`src/rtl/tpu_fp_pkg.sv`:
```
// Floating-point types and constants shared by the PE datapath and the output requantizer.
package tpu_fp_pkg;

  localparam int FP8_BIAS  = 7;
  localparam int BF16_BIAS = 127;

  localparam logic [7:0] FP8_MAX_POS = 8'h7E;
  localparam logic [7:0] FP8_NAN     = 8'h7F;

  typedef struct packed {
    logic       s;
    logic [7:0] e;
    logic [6:0] m;
  } bf16_t;

  typedef struct packed {
    logic       s;
    logic [3:0] e;
    logic [2:0] m;
  } fp8_t;

  typedef enum logic {
    IDLE  = 1'b0,
    DRAIN = 1'b1
  } drain_state_e;

endpackage

```
`src/rtl/bf16_to_fp8.sv`:
```
// Combinational BF16 -> FP8 E4M3 encoder: round-to-nearest-even, flush-to-zero, saturate.
module bf16_to_fp8
  import tpu_fp_pkg::*;
(
  input  logic [15:0] bf16,
  output logic [7:0]  fp8,
  output logic        sat
);

  localparam logic signed [9:0] EXP_OFS = 10'(BF16_BIAS - FP8_BIAS);

  bf16_t              x;
  logic               rnd;
  logic [3:0]         mant;
  logic signed [9:0]  f;
  logic signed [9:0]  f_r;
  logic [2:0]         m_r;

  assign x = bf16;

  always_comb begin
    rnd  = x.m[3] && ((|x.m[2:0]) || x.m[4]);
    mant = {1'b0, x.m[6:4]} + {3'b000, rnd};
    f    = $signed({2'b00, x.e}) - EXP_OFS;
    // Rounding 1.111 up carries into the exponent.
    f_r  = mant[3] ? f + 10'sd1 : f;
    m_r  = mant[3] ? 3'b000 : mant[2:0];

    fp8 = 8'h00;
    sat = 1'b0;
    if (x.e == 8'h00) begin
      fp8 = {x.s, 7'h00};
    end else if (x.e == 8'hFF) begin
      sat = 1'b1;
      fp8 = (x.m != 7'h00) ? FP8_NAN : {x.s, FP8_MAX_POS[6:0]};
    end else if (f_r < 10'sd1) begin
      fp8 = {x.s, 7'h00};
    end else if (f_r > 10'sd15 || (f_r == 10'sd15 && m_r == 3'b111)) begin
      // E=15,M=7 is the E4M3 NaN code, so clamp to the largest finite value.
      sat = 1'b1;
      fp8 = {x.s, FP8_MAX_POS[6:0]};
    end else begin
      fp8 = {x.s, f_r[3:0], m_r};
    end
  end

endmodule

```
`src/rtl/bf16_fp8_drain.sv`:
```
// Captures one BF16 row from the array and streams it out as FP8 E4M3 bytes on valid/ready.
module bf16_fp8_drain
  import tpu_fp_pkg::*;
#(
  parameter int  N_COLS = 4,
  parameter int  CNT_W  = 16,
  localparam int IDX_W  = (N_COLS > 1) ? $clog2(N_COLS) : 1
) (
  input  logic                 clk,
  input  logic                 rst,
  input  logic                 load_valid,
  output logic                 load_ready,
  input  logic [16*N_COLS-1:0] load_data,
  output logic                 out_valid,
  input  logic                 out_ready,
  output logic [7:0]           out_data,
  output logic [IDX_W-1:0]     out_idx,
  output logic                 out_last,
  output logic [CNT_W-1:0]     sat_count
);

  // idx is one bit wider than out_idx so it can reach N_COLS ("all elements issued").
  localparam logic [IDX_W:0] CNT_END  = (IDX_W+1)'(N_COLS);
  localparam logic [IDX_W:0] LAST_IDX = (IDX_W+1)'(N_COLS - 1);

  drain_state_e            state, state_nxt;
  logic [N_COLS-1:0][15:0] row_buf;
  logic [IDX_W:0]          idx;
  logic [15:0]             cur;
  logic [7:0]              enc;
  logic                    enc_sat;
  logic                    slot_free;
  logic                    take_el;

  always_comb begin
    cur = '0;
    for (int i = 0; i < N_COLS; i++)
      if (idx == (IDX_W+1)'(i)) cur = row_buf[i];
  end

  bf16_to_fp8 u_enc (
    .bf16 (cur),
    .fp8  (enc),
    .sat  (enc_sat)
  );

  always_comb begin
    state_nxt  = state;
    load_ready = (state == IDLE);
    slot_free  = !out_valid || out_ready;
    take_el    = (state == DRAIN) && slot_free && (idx != CNT_END);
    case (state)
      IDLE:    if (load_valid) state_nxt = DRAIN;
      DRAIN:   if (idx == CNT_END) state_nxt = IDLE;
      default: state_nxt = IDLE;
    endcase
  end

  always_ff @(posedge clk) begin
    if (rst) begin
      state     <= IDLE;
      row_buf   <= '0;
      idx       <= '0;
      out_valid <= 1'b0;
      out_data  <= '0;
      out_idx   <= '0;
      out_last  <= 1'b0;
      sat_count <= '0;
    end else begin
      state <= state_nxt;
      if (load_ready && load_valid) begin
        row_buf <= load_data;
        idx     <= '0;
      end
      if (take_el) begin
        out_valid <= 1'b1;
        out_data  <= enc;
        out_idx   <= idx[IDX_W-1:0];
        out_last  <= (idx == LAST_IDX);
        idx       <= idx + (IDX_W+1)'(1);
        if (enc_sat && sat_count != '1)
          sat_count <= sat_count + CNT_W'(1);
      end else if (out_ready) begin
        out_valid <= 1'b0;
      end
    end
  end

endmodule
```
`config.mk`:
```
export PLATFORM = sky130hd
export DESIGN_NAME = bf16_fp8_drain
export DESIGN_NICKNAME = d
export VERILOG_FILES = /design/src/rtl/tpu_fp_pkg.sv /design/src/rtl/bf16_to_fp8.sv /design/src/rtl/bf16_fp8_drain.sv
export SDC_FILE = /design/constraint.sdc
export NUM_CORES = 1
export LEC_CHECK = 0
export CAP_MARGIN = 30
export CORE_MARGIN = 2
export CORE_UTILIZATION = 40
export DETAILED_ROUTE_END_ITERATION = 12
export GPL_TIMING_DRIVEN = 0
export PLACE_DENSITY = 0.73
export SLEW_MARGIN = 5
export SYNTH_ARGS = -nofsm -noshare
export SYNTH_HDL_FRONTEND = slang
export SYNTH_SLANG_ARGS = --single-unit
```
`constraint.sdc`:
```
create_clock -name clk -period 4.2 [get_ports clk]
set_input_delay 0.84 -clock clk [delete_from_list [all_inputs] [get_ports clk]]
set_output_delay 0.84 -clock clk [all_outputs]
set_load 0.1 [all_outputs]
```
* Word level (Yosys, flattened, before mapping)
Cells that the tools add are included.
Operators by class: add/subtract/negate cells 5, order comparisons 2, eq/ne operators 9, muxes and demuxes 22, bitwise logic cells 1, reduce and logical (&&, ||, !) cells 17
Operator list (count):
- 16-bit two-way mux | 4
- 8-bit two-way mux | 3
- 16-bit by 1-bit adder with 16-bit output (second input constant) | 1
- 16-bit != test (second input constant) | 1
- 7-bit two-way mux | 2
- 10-bit by 2-bit adder with 10-bit output (second input constant) | 1
- 10-bit by 5-bit == test with 1-bit output (second input constant) | 1
- 10-bit by 5-bit > comparator with 1-bit output (second input constant) | 1
- 10-bit by 2-bit < comparator with 1-bit output (second input constant) | 1
- 10-bit two-way mux | 1
- 3-bit two-way mux | 3
- 8-bit by 7-bit subtractor with 9-bit output (second input constant) | 1
- 8-bit == test (second input constant) | 1
- 8-bit zero test | 1
- 1-bit two-way mux | 8
- 7-bit nonzero test | 1
- 3-bit by 2-bit == test with 1-bit output (second input constant) | 2
- 3-bit == test (second input constant) | 2
- 1-bit logical AND | 6
- 3-bit by 1-bit adder with 4-bit output | 1
- 2-bit nonzero test | 2
- 3-bit by 1-bit adder with 3-bit output (second input constant) | 1
- 3-bit by 1-bit == test with 1-bit output (second input constant) | 1
- 3-bit zero test | 1
- other kinds (7) | 9
Word-level totals: register bits after elaboration 96, input bits 68, output and inout bits 29, word-level logic and storage cells 67

* Longest topological paths before layout
Gate-level depths: netlist of run 1.
depth in word-level cells 19, depth in mapped cells 19, mapped depth without buffers 14

* Hierarchy
A second synthesis of run 1 with hierarchy kept.
Unflattened totals: cells, all modules 645, area, all modules 4779.6 µm²
By module, submodules not included:
- bf16_fp8_drain | instances 1, cells an instance 545, area each 4086.4 µm², seq. area each 1921.8 µm²
- bf16_to_fp8 | instances 1, cells an instance 100, area each 693.2 µm², seq. area each 0.0 µm²

* Least setup slack after synthesis of run 1
No wires, ideal clock.
path kind flip-flop to flip-flop, start register idx[1], end register sat_count[13], library setup time 70 ps, data arrival time 3621 ps, required time 4130 ps, setup slack 508 ps, cell stages (with the launch flop) 19, path buffers 4, clock period less this slack 3692 ps, cells stage by stage dfxtp_1 inv_1 ha_1 buf_6 buf_6 buf_2 a21o_1 o221ai_1 and2_1 ha_1 o21ai_0 nor4_4 and4b_1 o31a_1 o22ai_2 o21ai_2 buf_6 or4_1 a21oi_1
On the way: cells in the longest elaborated chain, start to end 19, elaborated cells between the ends (all ways) 32, classes of those cells add/sub (3); order compare (2); eq/ne (7); mux (10); reduce/logical (10)
Ends and longest elaborated chain:
- start: declaration | RTL line bf16_fp8_drain.sv:28 | logic [IDX_W:0] idx;
- start signal: assignment | RTL line bf16_fp8_drain.sv:80 | idx <= idx + (IDX_W+1)'(1);
- parallel branches: the longest is 18 deep, another holds 10-bit by 2-bit adder with 10-bit output
- 2-bit AND reduction (no source line) *
- end signal: assignment | RTL line bf16_fp8_drain.sv:82 | sat_count <= sat_count + CNT_W'(1);
- end: declaration | RTL line bf16_fp8_drain.sv:19 | output logic [CNT_W-1:0] sat_count
Mark *: on every way between the ends. A chain may end at the register's enable or synchronous reset.

* Worst setup path in the final report of run 1
start register idx[2], end register sat_count[5]
The elaborated chain is that of the path after synthesis.

==> results of run 1 <==
-- registers in the layout, indices dropped and copies added, names as in the netlist --
| register | cells |
|---|---|
| row_buf | 64 |
| sat_count | 16 |
| out_data | 8 |
| idx | 3 |
| out_idx | 2 |
| out_last | 1 |
| out_valid | 1 |
| state | 1 |
-- what timing repair did --
item,in CTS,in global routing
endpoints found under the setup margin,8,21
gates cloned,0,0
pin swaps,1,1
setup buffers,2,0
gates resized for setup,2,12
-- critical path, stage by stage (launching register included) --
cell	delay (ps)
dfxtp_1	500
inv_1	80
ha_1	240
buf_2	190
nor2_4	250
o221ai_1	230
a22o_1	320
or2_2	280
clkbuf_1	220
o2111ai_1	270
mux2i_1	160
o22ai_4	270
o21ai_2	100
buf_6	170
or4_1	470
a21oi_1	170
-- power groups by stage --
stage / Combinational [mW] / Sequential [mW] / Clock (mW)
6_report: 0.379 / 0.984 / 0.745
5_1_grt: 0.416 / 0.988 / 0.794
4_1_cts: 0.371 / 0.983 / 0.755
3_5_place_dp: 0.367 / 1.00 / 0
3_3_place_gp: 0.358 / 1.00 / 0
2_1_floorplan: 0.198 / 1.03 / 0
-- layout make-up --
class                   instances  area share
plain buffers                  40      0.0312
clock buffers                  12      0.0399
clock inverters                 3     0.00304
inverters                      16     0.00972
multi-input cells             455       0.418
flip-flops and latches         96       0.311
well taps                     143      0.0290
repair buffers                 98       0.158
-- through the flow --
| stage | hold WS, ps | power (mW) | area [sq um] | cells |
|---|---|---|---|---|
| 3_5_place_dp | 446 | 1.37 | 5830 | 846 |
| 2_1_floorplan | 432 | 1.23 | 4690 | 607 |
| 5_1_grt | 475 | 2.20 | 6180 | 863 |
| 6_report | 454 | 2.11 | 6180 | 863 |
| 3_3_place_gp | 443 | 1.36 | 5830 | 846 |
| 4_1_cts | 455 | 2.11 | 6120 | 863 |
-- kinds of logic (layout without fill, tap and decap cells) --
family | Yosys count | count (layout)
and+or+nand+nor | 267 | 267
AOI/OAI and AO/OA | 164 | 164
DFF | 96 | 96
buffers and inverters | 56 | 169
adders and majority gates | 10 | 10
xor gates and xnor gates | 8 | 8
muxes | 6 | 6
-- final timing paths --
check                       to  slack [ps]  cells past startpoint
setup / recovery  sat_count[5]         200                     15
hold / removal     row_buf[18]         450                      2
setup reg to reg  sat_count[5]         200                     15
hold reg to reg    row_buf[18]         450                      2
-- layer usage --
metal  vias to the layer above  share of wire  track usage
met5                         -              0            0
met4                         0          0.014       0.0553
met3                        18          0.053       0.0362
met2                       171           0.48        0.380
met1                      2179           0.45        0.283
li1                       2331              -            -
-- cell usage after synthesis (3+ instances only) --
master	instances
ha_1	10
or4_1	5
xnor2_1	6
nand2_1	163
nor2_1	23
and3b_1	6
o21ai_0	16
nand3_1	18
inv_1	15
mux2i_1	5
a221oi_1	3
o221ai_1	6
buf_2	6
a21oi_1	93
nand3b_1	3
a31oi_1	3
nor4_1	3
or3_1	9
buf_1	3
dfxtp_1	96
nand4_1	5
a21o_1	7
buf_6	3
and2_1	5
a22o_1	4
clkbuf_1	26
a221o_1	3
o31ai_1	7
nor3_1	6
nand2b_1	3
nor2b_1	7
==> run metrics, run 1 <==
outcome finished clean; total wirelength of the detailed-routed design 13600 um; dominant combinational cell family by area after synthesis simple AND/OR/NAND/NOR gates; number of flops mapped to enable cells by yosys 0; Compound-Gate Fraction of Synth Area 0.219; Skew-Pair Late Insertion Delay 340 ps; most common cell after layout, fill and taps aside nand2_1; detail-routed net length per standard cell ~16 um; share of the clock period used by the worst path after layout 0.951; areal power density over the cells 341 mW/mm^2; fill cell instance count of the final layout 1104; number of global-route vias before repair 4603; Area contributors post-synth dfxtp_1, nand2_1, a21oi_1, ha_1, clkbuf_1; clock skew after layout 5.19 ps; multiplexer share of the synthesized area 0.0131; worst endpoint data arrival time 4260 ps; syn nets 685; power spent charging and discharging nets about 580 uW; post-synthesis share of cell area spent on xor and xnor gates 0.0149; leading cell types in the layout, fill and taps excluded nand2_1, clkdlybuf4s50_1, dfxtp_1; post-layout minimum cycle time 4000 ps; fraction of the yosys area taken by sequential cells 0.409; Worst R2R Start idx[2]; share of the synthesized area in the top cell type 0.409; area fraction in and, or, nand and nor cells after synthesis 0.265; wire length of the first global-routing pass 22400 um; count of different cell masters after synthesis 60; syn_area_per_cell 7.73 sq um; die height 112 um; hpwl dp 10300 um; Synth-to-Final Area Change 31.6%; fraction of layout cells with a size suffix above 1 0.0681; worst setup margin 205 ps; element type at the critical path end flip-flop; number of DRC violations after detailed-routing iteration 0 357; CTS buffer count 9; max-cap violation count 0; number of nets in the final layout 794; router iterations before antenna repair 5; switching share of power 0.277; GR Util All Layers 0.218; num rows 39; classification of the worst setup path reg -> reg; Static Leakage 2.34 nW; x dimension of the die around 110 um; placer congestion estimate 0.842; Worst Setup Slack post-DPL -27.9 ps; footprint of the flip-flops and latches slightly below 0.002 sq mm; Die Area between 0.01 and 0.015 sq mm; total gr overflow 0; number of endpoints with negative hold slack in the final report 0; path type of the worst min-delay path reg -> reg; total clock sinks 96; flops & latches, synth 96; mean number of vias per cell 5.44; relative slew slack 0.345; clock buffer depth 2; antenna violations before repair 0; Max VDD drop 214 uV; multi-input combinational cell area 0.00258 sq mm; clock share of power 0.353; Total Negative Setup Slacks 0 ps; start point of the worst min-delay path row_buf[18]; cell area after synthesis 0.00469 sq mm; slew of the pin with the lowest slew margin slightly below 1000 ps; pin count of the biggest net entering global routing 15; Post-Syn Instances between 600 and 700; hold_buf cts 0; part of the total power dissipated in sequential elements 0.467; part of the total power dissipated in combinational logic 0.180; internal power of the cells 1.52 mW; Req. time, crit path around 4500 ps; total inserted antenna cells 0; cell at the root of the clock tree clkbuf_16; Critical path origin idx[2]; post-synthesis share of cell area spent on full adders, half adders and majority gates 0.0267; total of endpoints with negative setup slack in the final report 0; Max H-tree Level 3; DRC violation count after routing 0; synthesis warning total 0; clock-pin transition on the worst setup and hold timing paths 60 ps; startpoint type of the worst setup path flip-flop; Most used DFF post-synth dfxtp_1; share of flip-flops with an asynchronous set or reset after synthesis 0; final count of pins violating max slew 0; post-detailed-route count of antenna-violating nets 0; Initial Utilization 0.411; Max Clk Rate around 0.25 GHz; Core Box Area 0.0114 sq mm; Via Count 4699; utilization of the core after routing 0.541; CP Max Fanout 10; Buffers on Ports 96; TritonCTS clock tree built; num ports 97; cell taking the most area after synthesis dfxtp_1
Power figures use the tool's default switching activity.
==> run 2: changes to the inputs <==
--- a/config.mk
+++ b/config.mk
@@ -10,7 +10,7 @@
 export CORE_UTILIZATION = 40
 export DETAILED_ROUTE_END_ITERATION = 12
 export GPL_TIMING_DRIVEN = 0
-export PLACE_DENSITY = 0.73
+export PLACE_DENSITY = 0.71
 export SLEW_MARGIN = 5
 export SYNTH_ARGS = -nofsm -noshare
 export SYNTH_HDL_FRONTEND = slang
==> run metrics, run 2 (synthesis gave the netlist of run 1 again) <==
hold_buf cts 0; detail-routed net length per standard cell 15.9 um; number of nets in the final layout 799; slew of the pin with the lowest slew margin 998 ps; Max VDD drop 227 uV; number of endpoints with negative hold slack in the final report 0; Req. time, crit path 4480 ps; switching share of power 0.292; router iterations before antenna repair 5; crit path cell chain inv_1 > ha_1 > buf_6 > buf_6 > buf_2 > a21o_1 > o221ai_2 > and2_4 > inv_1 > ha_1 > nand2b_1 > o21ai_1 > a31oi_1 > nor3_1 > o21ai_2 > buf_6 > or4_1 > a21oi_1; post-layout minimum cycle time 3930 ps; clock-pin transition on the worst setup and hold timing paths approximately 70 ps; number of flip-flops in the largest register 64; worst setup margin 267 ps; leading cell types in the layout, fill and taps excluded nand2_1, clkdlybuf4s50_1, dfxtp_1; total clock sinks 96; total wirelength of the detailed-routed design 13800 um; path type of the worst min-delay path reg -> reg; Die Area 0.0126 sq mm; num ports 97; area of all placed cells without fillers around 0.0062 sq mm; hpwl dp around 10000 um; part of the total power dissipated in combinational logic 0.175; Top cell by count, worst path buf_6; multi-input combinational cell area 0.00257 sq mm; clock share of power 0.369; part of the total power dissipated in sequential elements 0.456; Initial Utilization 0.411; number of DRC violations after detailed-routing iteration 0 between 200 and 300; number of global-route vias before repair 4790; Placement Cell Area 0.00583 sq mm; final count of pins violating max slew 0; fraction of layout cells with a size suffix above 1 0.0758; placer congestion estimate 0.841; Critical Path Max Stage Delay 480 ps; antenna violations before repair 0; Max H-tree Level 3; num rows 39; Skew-Pair Late Insertion Delay 350 ps; slowest cell on the critical path or4_1; pin count of the biggest net entering global routing 19; total inserted antenna cells 0; Buffers on Ports between 90 and 100; total of endpoints with negative setup slack in the final report 0; final hold slack approximately 460 ps; Worst Setup Slack post-DPL -34.7 ps; total gr overflow 0; internal power of the cells between 1.5 and 2 mW; clock buffer depth 2; cell at the root of the clock tree clkbuf_16; DRC violation count after routing 0; mean number of vias per cell 5.38; wire length of the first global-routing pass 22800 um; element type at the critical path end flip-flop; power spent charging and discharging nets 631 uW; most common cell after layout, fill and taps aside nand2_1; worst endpoint data arrival time 4220 ps; share of the clock period used by the worst path after layout 0.937; post-detailed-route count of antenna-violating nets 0; TritonCTS clock tree built; max-cap violation count 0; total buffers and inverters traversed by the critical path 6; largest reg by FF count row_buf; GR Util All Layers 0.222; CP delay by family, top simple AND/OR/NAND/NOR gates; instance count along the most critical hold path 2; depth of the most critical reg-to-reg path 18; die height 112 um; CTS buffer count 9; total power of the final layout between 2 and 2.5 mW; footprint of the flip-flops and latches 0.00192 sq mm; x dimension of the die 112 um; Max Clk Rate 0.254 GHz; Core Box Area 0.0114 sq mm; fill cell instance count of the final layout 1104; Synth-to-Final Area Change 32.6%; relative slew slack 0.332; Top Registers row_buf (64), sat_count (16), out_data (8); Static Leakage 2.37 nW; classification of the worst setup path reg -> reg; Via Count 4673; CP Max Fanout 10; clock skew after layout 10.0 ps; areal power density over the cells 346 mW/mm^2; Total Negative Setup Slacks 0 ps; startpoint type of the worst setup path flip-flop; outcome finished clean; Crit. path cell count 18
## run 2: cell count changes in the layout (fill, tap and decap cells not counted), sizes merged
cell / before / now
inv: 15 / 19
clkbuf: 39 / 35
buf: 15 / 21
## run 2: routing by layer
layer	vias up	global-route usage	share of wire
met3	23	0.0378	0.059
met4	0	0.0740	0.021
met2	139	0.386	0.48
met1	2181	0.281	0.44
li1	2330	-	-
met5	-	0	0
## run 2: per-stage QoR
step | std cells | utilization
floorplan | 607 | -
global placement | 846 | 0.511
detailed placement | 846 | 0.511
CTS | 864 | 0.538
global route | 869 | 0.545
finish | 869 | 0.545
## run 2: tightest hold or removal path: stages, from the launching register on
cell and delay (ps):
dfxtp_1 310, nand2_1 50, a21oi_1 50
## run 2: repair_timing
| item | 4_1_cts | 5_1_grt |
|---|---|---|
| setup buffers | 2 | 5 |
| resized for setup | 2 | 12 |
| setup endpoints to repair | 12 | 20 |
| pin swaps | 1 | 3 |
| endpoints found under the hold margin | 0 | 0 |
## run 2: final timing paths
check / startpoint / end / slack (ps)
worst min-delay path: row_buf[50] / row_buf[50] / 460
worst max register to register: idx[1] / sat_count[5] / 270
worst max-delay path: idx[1] / sat_count[5] / 270
worst min register to register: row_buf[50] / row_buf[50] / 460
## run 2: area by class of cell
class,instances,area share
multi-input combinational,455,0.412
sequential,96,0.309
buffer,40,0.0315
timing repair buffer,103,0.163
clock inverter,7,0.0100
tap,143,0.0287
inverter,16,0.00964
clock buffer,9,0.0362
## run 2: power by group through the flow
stage	combinational [mW]	sequential, mW	clock (mW)
after floorplan	0.198	1.03	0
after global placement	0.358	1.00	0
after global routing	0.416	0.988	0.843
final	0.378	0.983	0.795
after CTS	0.371	0.982	0.803
after detailed placement	0.367	1.00	0
